## src/rtl/eth_rx_fcs_check.sv

```systemverilog
// eth_rx_fcs_check
//   Receive-side 802.3 frame check. Runs CRC32 over every received byte,
//   including the FCS, and compares the final register against the fixed
//   residue. Payload is forwarded through a 4-byte delay line, so the FCS
//   bytes are never emitted. Per-frame status is reported at end of frame.
//
// Ports
//   clk         rising-edge clock
//   reset       asynchronous, active-high reset
//   rx_d        received byte (first byte after SFD first)
//   rx_dv       frame valid, contiguous over a frame
//   rx_er       PHY error, only looked at while rx_dv=1
//   out_d       forwarded payload byte (held when not valid)
//   out_valid   pulse: out_d carries a payload byte
//   out_sof     pulse: out_d is the first payload byte of the frame
//   frame_done  pulse: status outputs were updated this cycle
//   fcs_ok      CRC residue matched and frame had at least 4 bytes (held)
//   len_err     frame_len outside [MIN_LEN, MAX_LEN] (held)
//   phy_err     rx_er seen during the frame (held)
//   frame_len   byte count incl. FCS, saturating at 16'hFFFF (held)

module eth_rx_fcs_check #(
    parameter int MIN_LEN = 64,
    parameter int MAX_LEN = 1518
) (
    input  logic        clk,
    input  logic        reset,
    input  logic [7:0]  rx_d,
    input  logic        rx_dv,
    input  logic        rx_er,
    output logic [7:0]  out_d,
    output logic        out_valid,
    output logic        out_sof,
    output logic        frame_done,
    output logic        fcs_ok,
    output logic        len_err,
    output logic        phy_err,
    output logic [15:0] frame_len
);

    typedef enum logic [1:0] {SYNC, IDLE, RECV} state_t;

    localparam logic [31:0] CRC_SEED = 32'hFFFF_FFFF;
    // Reflected (LSB-first) form of the 802.3 good-frame residue 0xC704DD7B.
    localparam logic [31:0] RESIDUE  = 32'hDEBB_20E3;
    localparam logic [15:0] MIN_L    = 16'(MIN_LEN);
    localparam logic [15:0] MAX_L    = 16'(MAX_LEN);

    state_t      state_reg, state_next;
    logic [31:0] crc_reg;
    logic [15:0] len_reg;
    logic        perr_reg;
    logic [2:0]  fill_reg;
    logic [7:0]  dly_reg [0:3];

    logic        capture;
    logic        first;
    logic        eof;
    logic [31:0] crc_next;
    logic [15:0] len_next;

    // Reflected byte update: same polynomial and bit order as the transmit
    // generator, LSB of each byte enters first.
    function automatic logic [31:0] crc_byte(input logic [31:0] c, input logic [7:0] d);
        logic [31:0] r;
        r = c ^ {24'h0, d};
        for (int i = 0; i < 8; i++) begin
            r = r[0] ? ((r >> 1) ^ 32'hEDB8_8320) : (r >> 1);
        end
        return r;
    endfunction

    always_ff @(posedge clk or posedge reset) begin
        if (reset) begin
            state_reg <= SYNC;
        end else begin
            state_reg <= state_next;
        end
    end

    always_comb begin
        state_next = state_reg;
        capture    = 1'b0;
        first      = 1'b0;
        eof        = 1'b0;
        case (state_reg)
            // Wait for a gap so a frame already underway is never half-checked.
            SYNC: if (!rx_dv) state_next = IDLE;
            IDLE: if (rx_dv) begin
                state_next = RECV;
                capture    = 1'b1;
                first      = 1'b1;
            end
            RECV: if (rx_dv) begin
                capture = 1'b1;
            end else begin
                state_next = IDLE;
                eof        = 1'b1;
            end
            default: state_next = SYNC;
        endcase
    end

    assign crc_next = crc_byte(first ? CRC_SEED : crc_reg, rx_d);
    assign len_next = first ? 16'd1 :
                      ((len_reg == 16'hFFFF) ? len_reg : len_reg + 16'd1);

    always_ff @(posedge clk or posedge reset) begin
        if (reset) begin
            crc_reg    <= CRC_SEED;
            len_reg    <= 16'h0;
            perr_reg   <= 1'b0;
            fill_reg   <= 3'd0;
            for (int i = 0; i < 4; i++) dly_reg[i] <= 8'h0;
            out_d      <= 8'h0;
            out_valid  <= 1'b0;
            out_sof    <= 1'b0;
            frame_done <= 1'b0;
            fcs_ok     <= 1'b0;
            len_err    <= 1'b0;
            phy_err    <= 1'b0;
            frame_len  <= 16'h0;
        end else begin
            out_valid  <= 1'b0;
            out_sof    <= 1'b0;
            frame_done <= 1'b0;

            if (capture) begin
                crc_reg  <= crc_next;
                len_reg  <= len_next;
                perr_reg <= first ? rx_er : (perr_reg | rx_er);
                dly_reg[0] <= rx_d;
                for (int i = 1; i < 4; i++) dly_reg[i] <= dly_reg[i-1];
                if (fill_reg == 3'd4) begin
                    out_d     <= dly_reg[3];
                    out_valid <= 1'b1;
                    // Line first fills after 4 bytes, so the first emission
                    // happens while the 5th byte (len_reg==4) is captured.
                    out_sof   <= (len_reg == 16'd4);
                end else begin
                    fill_reg <= fill_reg + 3'd1;
                end
            end

            if (eof) begin
                frame_done <= 1'b1;
                fcs_ok     <= (crc_reg == RESIDUE) && (len_reg >= 16'd4);
                len_err    <= (len_reg < MIN_L) || (len_reg > MAX_L);
                phy_err    <= perr_reg;
                frame_len  <= len_reg;
                // Reseed and drop the FCS bytes still held in the line so a
                // new frame may start on the very next edge.
                crc_reg    <= CRC_SEED;
                fill_reg   <= 3'd0;
            end
        end
    end

endmodule
```

## config.mk

```make
export PLATFORM = sky130hd
export DESIGN_NAME = eth_rx_fcs_check
export DESIGN_NICKNAME = d
export VERILOG_FILES = /design/src/rtl/eth_rx_fcs_check.sv
export SDC_FILE = /design/constraint.sdc
export NUM_CORES = 1
export LEC_CHECK = 0
export ABC_CLOCK_PERIOD_IN_PS = 4700
export CELL_PAD_IN_SITES_DETAIL_PLACEMENT = 0
export CELL_PAD_IN_SITES_GLOBAL_PLACEMENT = 1
export CORE_MARGIN = 2
export CORE_UTILIZATION = 40
export CTS_BUF_LIST = sky130_fd_sc_hd__clkbuf_16
export DETAILED_ROUTE_END_ITERATION = 7
export PLACE_DENSITY = 0.76
export SETUP_SLACK_MARGIN = 0.02
export SYNTH_ARGS = -nofsm -noshare
export SYNTH_HDL_FRONTEND = slang
export SYNTH_SLANG_ARGS = --single-unit
```

## constraint.sdc

```tcl
create_clock -name clk -period 4.7 [get_ports clk]
set_input_delay 0.94 -clock clk [delete_from_list [all_inputs] [get_ports clk]]
set_output_delay 0.94 -clock clk [all_outputs]
set_load 0.01 [all_outputs]
```

Yosys cells after proc, flatten, opt, wreduce, memory -nomap -nowiden:

Index checks and enable logic that the tools add are counted.

* $add $sub $neg: 2
* $lt $le $gt $ge: 3
* eq/ne operators: 10
* mux-type cells: 30
* bitwise operators: 10
* reduce and logical (&&, ||, !) cells: 10

Operator list (count)
* $mux W32: 11
* $not A13 Y14: 8
* $eq A32 B32 Y1 const B: 1
* $mux W16: 2
* $xor A32 B8 Y32: 1
* $add A16 B1 Y16 const B: 1
* $eq A16 B16 Y1 const B: 1
* $eq A16 B3 Y1 const B: 1
* $ge A16 B3 Y1 const B: 1
* $gt A16 B11 Y1 const B: 1
* $lt A16 B7 Y1 const B: 1
* $mux W1: 11
* $mux W3: 3
* $ne A2 B2 Y1 const B: 4
* $reduce_and A2 Y1: 4
* $mux W2: 2
* $pmux W2 S2: 1
* $reduce_or A2 Y1: 2
* $add A3 B1 Y3 const B: 1
* $eq A3 B3 Y1 const B: 1
* $eq A2 B1 Y1 const B: 1
* $eq A2 B2 Y1 const B: 1
* $logic_not A2 Y1: 1
* $reduce_bool A2 Y1: 1
* other kinds (3): 3

* flip-flop bits (word level): 116
* word-level logic and storage cells: 82

Logic depth before layout (Yosys ltp):

Gate-level depths: netlist of run 1.

* depth in word-level cells: 22
* gate-level depth with buffers: 10
* mapped depth without buffers: 8

Least setup slack after synthesis of run 1:

OpenSTA, ideal clock, no wires.

* path type: input port to flip-flop
* start point: input port rx_dv
* end point: register crc_reg[20]
* setup time: 0.080 ns
* arrival time: 2.570 ns
* required time: 4.620 ns
* slack: 2.050 ns
* stages on the path: 8
* path buffers: 2
* cell sequence: buf_4 and2_4 buf_6 nor2_1 xnor2_4 xor2_1 xnor3_1 o22a_1

* word-level cells in the longest chain between the ends: 20
* elaborated cells on any way between the ends: 24
* those cells by class: mux (16); bitwise (7); reduce/logical (1)

RTL lines
* start, declared: line 29 `input logic rx_dv,`
* $mux W1: line 89, 94
* $mux W1: line 86 `case (state_reg)`
* $mux W32: line 104 `assign crc_next = crc_byte(first ? CRC_SEED : crc_reg, rx_d);`
* $xor A32 B8 Y32: line 66 `r = c ^ {24'h0, d};`
* $not A13 Y14 (no source line)
* $mux W32: line 68 `r = r[0] ? ((r >> 1) ^ 32'hEDB8_8320) : (r >> 1);`
* $not A13 Y14 (no source line)
* $mux W32 (2 in a row): line 68
* [... 2 more ...]
* $not A13 Y14 (no source line)
* $mux W32 (2 in a row): line 68
* $not A13 Y14 (no source line)
* $mux W32: line 68
* $not A13 Y14 (no source line)
* $mux W32: line 68
* $mux W32: line 128 `if (capture) begin`
* $mux W32: line 145 `if (eof) begin`
* end signal, assigned: line 129 `crc_reg <= crc_next;`
* end, declared: line 50 `logic [31:0] crc_reg;`

Several ways; a longest one is shown, not always the timed one. The select of a mux whose other input is x is not followed.
A chain may end at the register's enable or synchronous reset.

Worst setup path in the final report of run 1:

* start point: input port rx_dv
* end point: register crc_reg[23]

Same word-level chain as after synthesis.

==> results of run 1 <==
## kinds of logic after synthesis
family          after synthesis  share of synthesized area
simple gates                291                      0.203
fa+ha+maj                     9                     0.0185
flops                       116                      0.484
mux                           9                     0.0164
compound gates               52                     0.0518
xor+xnor                    110                      0.190
buf+inv                      49                     0.0368
## critical path: cells and delay by family
family,cells,cell delay (ns)
XOR/XNOR,3,1.08
buffers and inverters,1,0.64
AND/OR/NAND/NOR,2,0.54
AO/OA/AOI/OAI,1,0.19
## layer usage
| layer | up-vias | share of wire | wire [µm] | track usage |
|---|---|---|---|---|
| li1 | 2098 | - | - | - |
| met1 | 2073 | 0.47 | 6250 | 0.230 |
| met2 | 93 | 0.47 | 6290 | 0.277 |
| met3 | 23 | 0.038 | 509 | 0.0452 |
| met4 | 0 | 0.019 | 246 | 0.0582 |
| met5 | - | 0 | 0 | 0 |
## stage by stage
step	instance area (µm²)	power [mW]
after floorplan	6090	4.16
after global placement	6590	4.73
after detailed placement	6590	4.79
after CTS	7140	6.03
after global routing	7140	6.42
final	7140	5.99
## where the power goes
part / switching [mW] / internal [mW]
Sequential: 0.329 / 1.46
Combinational: 1.51 / 1.49
Clock: 0.440 / 0.762
## worst max path at each step
stage | start | to | slack (ns) | cells after the start
3_3_place_gp | rx_dv | crc_reg[20] | 1.28 | 7
5_1_grt | rx_dv | crc_reg[20] | 1.57 | 7
4_1_cts | rx_dv | crc_reg[23] | 1.67 | 7
6_report | rx_dv | crc_reg[23] | 1.65 | 7
2_1_floorplan | reset | dly_reg[0] | 0.74 | 1
3_5_place_dp | rx_dv | crc_reg[23] | 1.23 | 7
## area by class of cell
type	instances	share of cell area
clock buffer	17	0.0595
sequential	116	0.412
multi-input combinational	471	0.409
timing repair buffer	47	0.0637
tap	188	0.0329
clock inverter	15	0.0175
inverter	10	0.00560
## cell usage in the layout, fill, tap and decap left out, types with 3 or more instances in the layout
cell type and count:
clkbuf_16 17, o22a_1 7, buf_4 6, clkinv_2 6, xnor2_4 4, nand3_1 12
or4_1 4, dfrtp_1 84, ha_1 9, nor3_1 7, o211ai_1 6, o21ai_0 10
mux2_2 8, xnor3_1 3, clkdlybuf4s50_1 41, nand2_1 168, a21oi_1 26, inv_1 12
dfstp_2 32, xor2_1 24, nor2_1 69, xnor2_1 73, nand4_1 6, and3_1 4
==> impl_metrics.toml, run 1 <==
[cts]
clk_pin_slew_ns = 0.05
tritoncts_num_sinks = 116
max_h_tree_level = 4
maximum_buffer_depth_of_the_clock_tree = 2
insertion_delay_of_the_later_clocked_pin_in_the_worst_skew_pair_ns = 0.42
clock-root-buffer = "clkbuf_16"
cts_tree = "done"
post-cts-setup-buffers = 0
cts_buffers = 17
cts_hold_repair.buffers = 0
ctsResizeCount = 0

[logic_synthesis]
yosys_register_bits = 116
post_synthesis_sequential_area_ratio = 0.484
yosys-top-cells-count = "nand2_1, dfrtp_1, xnor2_1, nor2_1, dfstp_2"
synth_edf_count = 0
synth.top_cell.area_share = 0.345
top_count_cell_post_synth = "nand2_1"
synth_warnings = 0
ys.flop_type = "dfrtp_1"
ys_async_sr_fraction = 1.00
synthesis.area_per_instance_um2 = 9.57
synth_largest_area_cell = "dfrtp_1"
synth_nets = 657
synth_cells = 636
synth.top_cells.by_area = "dfrtp_1, dfstp_2, xnor2_1"
synth_area_um2 = 6090
synth_cell_types = 49

[sta]
final.setup_skew_ns = 0.00576
timing.final.hold_violations = 0
layout_min_cycle_time_ns = 3.05
timing.hold.ws_ns = 0.460
maxSlewViolCount = 0
grt_setup_unrepaired = "no"
relSlewSlack = 0.492
fraction_of_the_cycle_the_final_worst_path_needs = 0.649
timing.fmax_mhz = 328
finalWorstSetupSlack_ns = 1.65
timing_worst_slew_pin_value_ns = 0.762
finalSetupViolCount = 0
finalSetupTns_ns = 0

[flow_run]
cap_viol_max_count = 0

[critical_path]
crit_path_max_fanout = 29
worst-endpoint-required_ns = 5.04
regToRegStartpoint = "state_reg[1]"
cp_slowest_stage_delay_ns = 0.64
critical_path.startpoint_type = "primary input"
timing.critical_path.arrival_ns = 3.39
worstSetupEndpointType = "flip-flop"
regToRegSetupSlack_ns = 1.98
path_cells = "clkdlybuf4s50_1 -> and2_4 -> nor2_2 -> xnor2_4 -> xnor2_2 -> xnor3_1 -> o22a_1"
rr_endpoint = "crc_reg[23]"
cpMaxStageDelayCell = "clkdlybuf4s50_1"
ff2ff_path_depth = 8
criticalPathCategory = "in -> reg"

[routing]
drt_first_iter_violations = 255
routed_wirelength_um = 13300
detail_route.drc_violations = 0
antenna_violating_nets_post_route = 0
via_count = 4287
drtPass1Iterations = 5
drt-wirelength-per-cell_um = 15.4
post_drt_via_cell_ratio = 4.96

[status]
outcome = "finished clean"

[grt]
grt_max_degree = 64
global_route.overflow_total = 0
wire_length_of_the_first_global_routing_pass_um = 22000
antenna_found_initial = 0
via_count_of_the_first_global_routing_pass = 4259
overall_track_demand_over_capacity_in_global_routing = 0.173

[floorplan]
fp.dieH_um = 127
fp-row-count = 45
fp.dieW_um = 127
initial_utilization = 0.405
die_area_um2 = 16200
core_area_um2 = 15000
boundaryPins = 42

[cells_and_area]
finish.cell_count_without_fillers = 864
final_util = 0.475
num_antenna_cells = 0
fraction_of_layout_cells_with_a_size_suffix_above_1 = 0.135
fin_nets = 684
layout.filler_cells = 1399
area_overhead_vs_synth_pct = 17.4
multiInputGateArea_um2 = 2920
sequential_cell_area_um2 = 2940

[pwr]
cellLeakagePower_nw = 3.25
vdd.ir_drop.worst_mv = 0.551
p_per_area_nw_per_um2 = 838

[hold_path]
worst_hold_startpoint = "dly_reg[15]"
worstHoldEndpoint = "dly_reg[7]"
min_delay_path_depth = 2
timing.hold.worst.class = "reg -> reg"

[place]
dp.cells = 832
finalWeightedCongestion = 0.880
port_buffers = 41
hpwlAfterDp_um = 8990
place_worst_setup_slack_ns = 1.23
(Power assumes the default switching activity.)
==> run 2: changes to the inputs <==
--- a/config.mk
+++ b/config.mk
@@ -5,14 +5,14 @@
 export SDC_FILE = /design/constraint.sdc
 export NUM_CORES = 1
 export LEC_CHECK = 0
-export ABC_CLOCK_PERIOD_IN_PS = 4700
+export ABC_CLOCK_PERIOD_IN_PS = 2650
 export CELL_PAD_IN_SITES_DETAIL_PLACEMENT = 0
 export CELL_PAD_IN_SITES_GLOBAL_PLACEMENT = 1
 export CORE_MARGIN = 2
 export CORE_UTILIZATION = 40
 export CTS_BUF_LIST = sky130_fd_sc_hd__clkbuf_16
 export DETAILED_ROUTE_END_ITERATION = 7
-export PLACE_DENSITY = 0.76
+export PLACE_DENSITY = 0.79
 export SETUP_SLACK_MARGIN = 0.02
 export SYNTH_ARGS = -nofsm -noshare
 export SYNTH_HDL_FRONTEND = slang
==> constraint.sdc (replaced) <==
create_clock -name clk -period 2.65 [get_ports clk]
set_input_delay 0.53 -clock clk [delete_from_list [all_inputs] [get_ports clk]]
set_output_delay 0.53 -clock clk [all_outputs]
set_load 0.01 [all_outputs]
==> run 2 against run 1 <==
Effect of this change:
- count of clock-buffer cells in the layout is the same
- routed wire length grew 6.3%
- critical endpoint is now crc_reg[19]
- critical path type is now reg -> reg
- sequential power grew 78%
- via count grew 4.3%
- critical path depth grew 1
- largest power group unchanged
- highest routed layer unchanged
==> impl_metrics.toml, run 2 (synthesis results as in run 1) <==
[status]
outcome = "finished clean"

[grt]
grt_max_degree = 56
antenna_found_initial = 0
via_count_of_the_first_global_routing_pass = 4463
overall_track_demand_over_capacity_in_global_routing = 0.186
global_route.overflow_total = 0
wire_length_of_the_first_global_routing_pass_um = 23200

[cts]
maximum_buffer_depth_of_the_clock_tree = 2
cts_hold_repair.buffers = 0
insertion_delay_of_the_later_clocked_pin_in_the_worst_skew_pair_ns = 0.42
cts_buffers = 17
max_h_tree_level = 4
clock-root-buffer = "clkbuf_16"
clk_pin_slew_ns = 0.05
tritoncts_num_sinks = 116
cts_tree = "done"

[sta]
finalSetupViolCount = 0
layout_min_cycle_time_ns = 2.43
timing_worst_slew_pin_value_ns = 0.587
grt_setup_unrepaired = "no"
timing.final.hold_violations = 0
timing.fmax_mhz = 412
fraction_of_the_cycle_the_final_worst_path_needs = 0.916
relSlewSlack = 0.608
final.setup_skew_ns = 0.00678
maxSlewViolCount = 0

[place]
finalWeightedCongestion = 0.849
placedInstanceArea_um2 = 6840
hpwlAfterDp_um = 9800
dp.cells = 859
port_buffers = 41

[routing]
antenna_violating_nets_post_route = 0
drtPass1Iterations = 4
detail_route.drc_violations = 0
via_count = 4472
routed_wirelength_um = 14100
post_drt_via_cell_ratio = 5.02
drt-wirelength-per-cell_um = 15.9
drt_first_iter_violations = 251

[critical_path]
worst-endpoint-required_ns = 3.00
worstSetupEndpointType = "flip-flop"
timing.critical_path.arrival_ns = 2.77
criticalPathCategory = "reg -> reg"
critical_path.startpoint_type = "flip-flop"
crit_path_max_fanout = 7

[cells_and_area]
sequential_cell_area_um2 = 2940
finish.cell_count_without_fillers = 891
final_instance_area_um2 = 7460
area_overhead_vs_synth_pct = 22.7
fin_nets = 711
most-common-layout-cells = "nand2_1, dfrtp_1, xnor2_1, nor2_1, clkdlybuf4s50_1"
mostFrequentLayoutCell = "nand2_1"
fraction_of_layout_cells_with_a_size_suffix_above_1 = 0.168
num_antenna_cells = 0
layout.filler_cells = 1416
multiInputGateArea_um2 = 2930

[pwr]
cellLeakagePower_nw = 3.43
vdd.ir_drop.worst_mv = 0.845
p_per_area_nw_per_um2 = 1520
report.power.total_mw = 11.3

[floorplan]
fp-row-count = 45
fp.dieW_um = 127
initial_utilization = 0.405
core_area_um2 = 15000
die_area_um2 = 16200
fp.dieH_um = 127
boundaryPins = 42

[hold_path]
timing.hold.worst.class = "reg -> reg"

[flow_run]
cap_viol_max_count = 0
[run 2: layout make-up]
class                   instances  area share
repair buffers                 74      0.0932
inverters                      10     0.00553
flip-flops and latches        116       0.394
clock buffers                  17      0.0570
clock inverters                15      0.0263
multi-input cells             471       0.392
well taps                     188      0.0315
[run 2: path summary, 6_finish.rpt]
| path | slack, ns | depth (start not counted) | to | from |
|---|---|---|---|---|
| worst min register to register | 0.46 | 2 | dly_reg[3] | dly_reg[11] |
| worst min-delay path | 0.46 | 2 | dly_reg[3] | dly_reg[11] |
| worst max-delay path | 0.22 | 8 | crc_reg[19] | state_reg[1] |
| min in group asynchronous | 0.57 | 3 | fill_reg[1] | reset |
| worst max register to register | 0.22 | 8 | crc_reg[19] | state_reg[1] |
| max in group asynchronous | 1.72 | 3 | crc_reg[16] | reset |
[run 2: routing by layer]
layer  routed length (µm)  GRT usage
met1                 6350      0.241
met2                 6980      0.300
met3                  534     0.0477
met4                  260     0.0718
met5                    0          0
[run 2: repair_timing]
action                                 4_1_cts  5_1_grt
setup endpoints to repair                    0        1
endpoints found under the hold margin        0        0
buffers inserted                             0        0
resized for setup                            0        1
[run 2: critical path: stages (launching register included)]
cell,delay [ns]
dfrtp_1,0.41
inv_1,0.14
ha_1,0.32
a21oi_1,0.15
xnor2_2,0.26
xnor3_2,0.33
xor2_2,0.21
xnor3_1,0.35
o22a_1,0.18
[run 2: power breakdown]
part           switching (mW)  internal [mW]  total (mW)
Combinational            2.78           2.94        5.72
Clock                   0.782           1.64        2.42
Sequential              0.595           2.59        3.19
Total                    4.16           7.17        11.3
[run 2: stage by stage]
stage | setup WS (ns) | TNS, ns | util | hold WS (ns)
after detailed placement | -0.0342 | -0.0342 | 0.455 | 0.453
after floorplan | 0.390 | 0 | - | 0.439
after global placement | 0.0266 | 0 | 0.455 | 0.451
final | 0.223 | 0 | 0.497 | 0.464
after global routing | 0.0612 | 0 | 0.497 | 0.485
after CTS | 0.130 | 0 | 0.496 | 0.466
==> run 3: changes to the inputs <==
--- a/config.mk
+++ b/config.mk
@@ -8,6 +8,7 @@
 export ABC_CLOCK_PERIOD_IN_PS = 2650
 export CELL_PAD_IN_SITES_DETAIL_PLACEMENT = 0
 export CELL_PAD_IN_SITES_GLOBAL_PLACEMENT = 1
+export CORE_ASPECT_RATIO = 0.6
 export CORE_MARGIN = 2
 export CORE_UTILIZATION = 40
 export CTS_BUF_LIST = sky130_fd_sc_hd__clkbuf_16
==> run 3 against run 2 <==
Effect of this change:
- maximum frequency increased by 0.66%
- count of clock-buffer cells in the layout unchanged
- sequential power about the same
- die area increased by 0.20%
- critical endpoint unchanged
- largest power group unchanged
- highest routed layer unchanged
==> impl_metrics.toml, run 3 (synthesis results as in run 1) <==
[status]
outcome = "finished clean"

[routing]
post_drt_via_cell_ratio = 5.00
drt_first_iter_violations = 320
drt-wirelength-per-cell_um = 16.2
antenna_violating_nets_post_route = 0
drtPass1Iterations = 5
routed_wirelength_um = 14900
detail_route.drc_violations = 0
via_count = 4573

[sta]
grt_setup_unrepaired = "no"
timing.hold.ws_ns = 0.430
timing.final.hold_violations = 0
finalWorstSetupSlack_ns = 0.239
timing_worst_slew_pin_value_ns = 0.515
fraction_of_the_cycle_the_final_worst_path_needs = 0.910
finalSetupTns_ns = 0
layout_min_cycle_time_ns = 2.41
timing.fmax_mhz = 415
final.setup_skew_ns = 0.0105
finalSetupViolCount = 0
maxSlewViolCount = 0
relSlewSlack = 0.656

[floorplan]
boundaryPins = 42
fp-row-count = 34
core_area_um2 = 14700
fp.dieW_um = 163
initial_utilization = 0.415
fp.dieH_um = 99.5
die_area_um2 = 16200

[grt]
via_count_of_the_first_global_routing_pass = 4562
overall_track_demand_over_capacity_in_global_routing = 0.197
wire_length_of_the_first_global_routing_pass_um = 24600
grt_use_met1 = 0.301
grt_max_degree = 44
grt_busiest_layer = "met1"
antenna_found_initial = 0
grtUsageMet3 = 0.0505
grt_use_met2 = 0.276
global_route.overflow_total = 0

[critical_path]
cp_slowest_stage_delay_ns = 0.41
regToRegSetupSlack_ns = 0.24
path_cells = "inv_1 -> ha_1 -> a21oi_1 -> xnor2_1 -> xnor3_2 -> xor2_2 -> xnor3_1 -> o22a_1"
rr_endpoint = "crc_reg[19]"
worst-endpoint-required_ns = 2.98
cpMaxStageDelayCell = "dfrtp_1"
worstSetupEndpointType = "flip-flop"
criticalPathCategory = "reg -> reg"
timing.critical_path.arrival_ns = 2.74
ff2ff_path_depth = 8
regToRegStartpoint = "state_reg[1]"
critical_path.startpoint_type = "flip-flop"
crit_path_max_fanout = 4

[cells_and_area]
fraction_of_layout_cells_with_a_size_suffix_above_1 = 0.190
area_overhead_vs_synth_pct = 23.2
layout.filler_cells = 1331
mostFrequentLayoutCell = "nand2_1"
most-common-layout-cells = "nand2_1, dfrtp_1, xnor2_1, nor2_1, buf_4"
sequential_cell_area_um2 = 2940
fin_nets = 725
num_antenna_cells = 0
final_instance_area_um2 = 7500
multiInputGateArea_um2 = 2920

[place]
place_worst_setup_slack_ns = -0.0797
placedInstanceArea_um2 = 6930
port_buffers = 41
finalWeightedCongestion = 0.936
hpwlAfterDp_um = 10900

[cts]
max_h_tree_level = 4
maximum_buffer_depth_of_the_clock_tree = 2
cts_hold_repair.buffers = 0
cts_tree = "done"
tritoncts_num_sinks = 116
clk_pin_slew_ns = 0.06
post-cts-setup-buffers = 0
clock-root-buffer = "clkbuf_16"
ctsResizeCount = 0
cts_buffers = 17
insertion_delay_of_the_later_clocked_pin_in_the_worst_skew_pair_ns = 0.41

[pwr]
p_per_area_nw_per_um2 = 1500
vdd.ir_drop.worst_mv = 0.600
report.power.total_mw = 11.3
cellLeakagePower_nw = 3.44

[flow_run]
cap_viol_max_count = 0

[hold_path]
timing.hold.worst.class = "in -> async"
## run 3: final cells by class
type                    instances  share of cell area
clock buffers                  17              0.0567
clock inverters                15              0.0194
inverters                      10             0.00551
multi-input cells             471               0.389
flip-flops and latches        116               0.392
well taps                     198              0.0330
repair buffers                 88               0.103
## run 3: how the worst max path moves through the flow
stage | startpoint | to
after floorplan | state_reg[1] | crc_reg[20]
after global placement | rx_d[0] | crc_reg[19]
after detailed placement | rx_dv | crc_reg[19]
after CTS | state_reg[1] | crc_reg[19]
after global routing | state_reg[1] | len_reg[4]
final | state_reg[1] | crc_reg[19]
## run 3: critical path: cells and delay by family (launching register included)
| kind | cells | cell delay, ns |
|---|---|---|
| xor gates and xnor gates | 4 | 1.16 |
| DFF | 1 | 0.41 |
| adders and majority gates | 1 | 0.32 |
| AOI/OAI and AO/OA | 2 | 0.32 |
| buffers and inverters | 1 | 0.14 |
## run 3: power by group
group          switching (mW)  internal, mW  leakage (nW)
Sequential              0.624          2.59          1.45
Combinational            2.79          3.03          1.72
Clock                   0.899          1.31         0.268
Total                    4.32          6.94          3.44
## run 3: metrics by stage
stage,cells,utilization
final,915,0.511
after global routing,915,0.511
after floorplan,636,-
after detailed placement,883,0.472
after global placement,883,0.472
after CTS,915,0.511
## run 3: metal layers
| metal | part of all wire | wire (µm) |
|---|---|---|
| met4 | 0.0061 | 90 |
| met1 | 0.52 | 7780 |
| met5 | 0 | 0 |
| met3 | 0.058 | 864 |
| met2 | 0.41 | 6130 |
